===== config.mk =====
export PLATFORM = sky130hd
export DESIGN_NAME = popcnt128
export DESIGN_NICKNAME = d
export VERILOG_FILES = /design/src/rtl/prbs31_128bit_chk_popcnt128.sv
export SDC_FILE = /design/constraint.sdc
export NUM_CORES = 1
export LEC_CHECK = 0
export ABC_AREA = 1
export BUFFER_PORTS_ARGS = -buffer_cell sky130_fd_sc_hd__buf_2
export CORE_MARGIN = 5
export CORE_UTILIZATION = 45
export DETAILED_ROUTE_END_ITERATION = 10
export PLACE_DENSITY = 0.83
export SLEW_MARGIN = 30
export SYNTH_ARGS = -nofsm -noshare
export SYNTH_HDL_FRONTEND = slang
export SYNTH_SLANG_ARGS = --single-unit

===== constraint.sdc =====
create_clock -name clk -period 0.8 [get_ports clk]
set_input_delay 0.12 -clock clk [delete_from_list [all_inputs] [get_ports clk]]
set_output_delay 0.12 -clock clk [all_outputs]
set_load 0.005 [all_outputs]

===== src/rtl/prbs31_128bit_chk_popcnt128.sv =====
// Registered population count of a 128-bit vector.
// Latency: 1 cycle from din to cnt_q.
// Backpressure: none; en low holds the result.
module popcnt128 (
    input  logic         clk,
    input  logic         rstn,
    input  logic         en,
    input  logic [127:0] din,
    output logic [7:0]   cnt
);

    logic [7:0] cnt_d;
    logic [7:0] cnt_q;

    // Adder tree left to synthesis; a straight accumulation reads clearest.
    always_comb begin
        cnt_d = '0;
        for (int i = 0; i < 128; i++) begin
            cnt_d = cnt_d + 8'(din[i]);
        end
    end

    // Capture the count whenever the pipeline advances.
    always_ff @(posedge clk or negedge rstn) begin
        if (!rstn) begin
            cnt_q <= '0;
        end else if (en) begin
            cnt_q <= cnt_d;
        end
    end

    assign cnt = cnt_q;

endmodule


* After elaboration in Yosys (flattened, before gate mapping)
Cells that the tools add are included.
Cells by class: add/sub/neg operators 127
Operator list (number):
- adder 8 x 1 -> 8 bit | 120
- adder 7 x 1 -> 8 bit | 1
- adder 6 x 1 -> 7 bit | 1
- adder 5 x 1 -> 6 bit | 1
- adder 4 x 1 -> 5 bit | 1
- adder 3 x 1 -> 4 bit | 1
- adder 2 x 1 -> 3 bit | 1
- adder 1 x 1 -> 2 bit | 1
Storage, ports and cells: logic and storage cells 128, output and inout bits 8, register bits after elaboration 8, bits of input ports 131

* Logic depth before layout (Yosys ltp)
depth after elaboration 127, depth in mapped cells 29, gate-level depth less buffers 29

* Worst setup path after synthesis
Ideal clock, no wire load.
kind input -> register, start input port din[107], end register cnt_q[6], in the netlist cnt[6], data required time 683 ps, slack -5629 ps, stages on the path 28, arrival 6312 ps, library setup time 117 ps, path buffers 0, path through inv_1 > fa_1 > inv_1 > fa_1 > inv_1 > fa_1 > inv_1 > fa_1 > inv_1 > fa_1 > inv_1 > fa_1 > inv_1 > fa_1 > inv_1 > fa_1 > inv_1 > fa_1 > fa_1 > inv_1 > ha_1 > fa_1 > nand2_1 > nand2_1 > nand3_2 > nand3_1 > nand3_1 > nand2_1
On the way: longest elaborated chain between the ends 21
RTL lines:
- from (decl) | RTL line 8 | input logic [127:0] din,
- adder 8 x 1 -> 8 bit (21 in series) | RTL line 19 | cnt_d = cnt_d + 8'(din[i]);
- to (signal assigned) | RTL line 28 | cnt_q <= cnt_d;
- to (decl) | RTL line 13 | logic [7:0] cnt_q;
Every way passes these cells. A chain may end at the register's enable or synchronous reset.

* Final worst setup path
start input port din[63], end register cnt_q[6], in the netlist cnt[6]
On the way: longest elaborated chain between the ends 65
RTL lines (RTL line):
- adder 8 x 1 -> 8 bit (65 in series) | 19
Every way passes these cells.

==> flow_summary.ini <==
[run_status]
violations = negative setup slack
outcome = finished with violations

[critical_path]
reg2reg_slack_ns = 0.02
critPathKind = in -> reg
arrival_ns = 6.41
critPathCaptureType = flip-flop
r2r_end = cnt[7]
cp.required_ns = 0.91
r2r-start = cnt[7]
cp_max_fo = 3
startpoint_type = primary input
reg2reg_depth = 3

[finish]
diodes = 0
largest_reg_flops = 8
num-fill-cells = 708
nNetsFinal = 807
final_common_cell = inv_1
multiInputGateArea_mm2 = 0.002957
final_cell_mix = inv_1, buf_2, fa_1, nand2_1, ha_1
design_area_mm2 = 0.004808
area_growth_pct = 28.49
utilization = 0.5882
layout-drive-gt1-share = 0.3521
seq_area_um2 = 200.2

[clock_network]
clock-sinks = 8
clock_tree.root_cell = clkbuf_8
cts_buffer_depth = 2
cts_made_buffers = 3
htree_levels = 1
clk_pin_slew_ns = 0.04
insertion_delay_ns = 0.22
tritoncts = done

[yosys]
ys_types = 17
syn-cell-area_mm2 = 0.003742
ys_seq_elements = 8
ys_warn_count = 0
yosysSeqAreaShare = 0.05349
syn_avg_cell_area_um2 = 9.771
syn-num-nets = 654
synthCells = 383

[sta]
worst_slew_pin_slew_ns = 0.2527
period_needed_ns = 6.297
hold_viol = 0
setup_viol = 16
rsz0062_at_grt = true
fin_hold_ws_ns = 0.2247
maxSlewHeadroom = 0.8305
clock_skew_ns = 0
finalCritPeriodShare = 7.871
drv_slew = 0
fmax_mhz = 158.8
layout_setup_ws_ns = -5.497

[die]
row_count = 33
dieWidth_um = 101.2
fp.dieH_um = 101.2
core_area_mm2 = 0.008175
initial_utilization = 0.4578
io_pins = 139
die_area_mm2 = 0.01024

[route]
drt_pass1_iterations = 4
drt-initial-drc-count = 18
ant_nets = 0
drc = 0
routedWlPerCell_um = 11.90
vias = 2770
viasPerCell = 4.335
routed_wl_um = 7607

[flow_run]
drv_cap = 0

[global_route]
grt.overflow.total = 0
grt_use_total = 0.1581
antenna_found_initial = 0
grt_pass1_wl_um = 13080
grt_start_max_net_pins = 9
grt_pass1_vias = 3246

[hold_path]
hold_depth = 4
min_to = cnt[6]
hp-class = in -> reg
min_from = en

[placement]
dpl_cell_area_mm2 = 0.004623
globalplace.congestion = 0.7662
port_buffers = 138
dpl.hpwl_um = 7276
place_ws_ns = -5.842
==> logic make-up (layout without fill, tap and decap cells) <==
logic type,Yosys count,in the layout,share of synthesized area
AO/OA/AOI/OAI,10,10,0.01404
flip-flops,8,8,0.05349
buffers and inverters,182,333,0.1829
adder cells (fa/ha/maj),140,140,0.6988
AND/OR/NAND/NOR,43,43,0.05082
==> per-layer routing <==
layer | routed length, um | global-route usage | up-vias
met2 | 4455 | 0.3184 | 84
met4 | 41 | 0.01943 | 0
li1 | - | - | 1315
met5 | 0 | 0 | -
met1 | 2602 | 0.1787 | 1367
met3 | 508 | 0.02342 | 4
==> synth_stat cells <==
cell type    n  area [um2]
o21ai_1      4       20.02
nand2_1     28       105.1
inv_2        1       3.750
ha_1        25       312.8
buf_2        1       5.000
nor2_1       4       15.01
dfrtp_1      8       200.2
nand4_1      1       6.260
nand3_1      5       25.02
inv_1      179       671.9
clkinv_1     1       3.750
fa_1       115        2302
a21oi_1      5       25.02
or2_1        1       6.260
a211oi_1     1       7.510
nand3_2      2       20.02
nand2_2      2       12.51
==> critical path: stages <==
cell     delay, ns
buf_6         0.07
inv_2         0.03
fa_1          0.52
inv_1         0.05
fa_1          0.49
inv_1         0.05
fa_1          0.49
inv_2         0.04
fa_1          0.52
inv_2         0.05
fa_2          0.52
inv_2         0.04
fa_2          0.53
fa_1          0.44
fa_1          0.51
inv_1         0.05
fa_2          0.41
fa_1          0.51
inv_2         0.05
ha_4          0.16
fa_2          0.34
nand2_2       0.08
nand2_2       0.08
nand3_2       0.08
nand3_2       0.06
nand3_2       0.07
nand2_1       0.04
==> through the flow <==
step	instances	TNS, ns
detailed placement	629	-45.18
floorplan	383	-42.56
CTS	638	-42.91
global placement	629	-44.59
finish	639	-43.05
global route	639	-44.95
==> final cells by class <==
type                       count  share of cell area
sequential                     8             0.04163
tap                          105             0.02732
timing repair buffer         149              0.1647
inverter                     181              0.1429
clock buffer                   3            0.008587
multi-input combinational    193              0.6149
==> worst max path at each step <==
stage	start	end	slack [ns]	cells past startpoint
floorplan	din[107]	cnt[6]	-5.52	28
global placement	din[107]	cnt[6]	-5.77	29
detailed placement	din[107]	cnt[6]	-5.84	29
CTS	din[63]	cnt[6]	-5.51	27
global route	din[63]	cnt[6]	-5.73	28
finish	din[63]	cnt[6]	-5.50	27
==> timing repair <==
action	CTS	global route
hold buffers	1	0
pin swaps	18	5
setup endpoints to repair	16	16
gates cloned	0	0
endpoints found under the hold margin	8	0
setup buffers	5	1
resized for setup	23	6
Power is left out: the tool's default activity adds up to more than one toggle a clock period on the data nets, which glitch-free logic cannot reach.
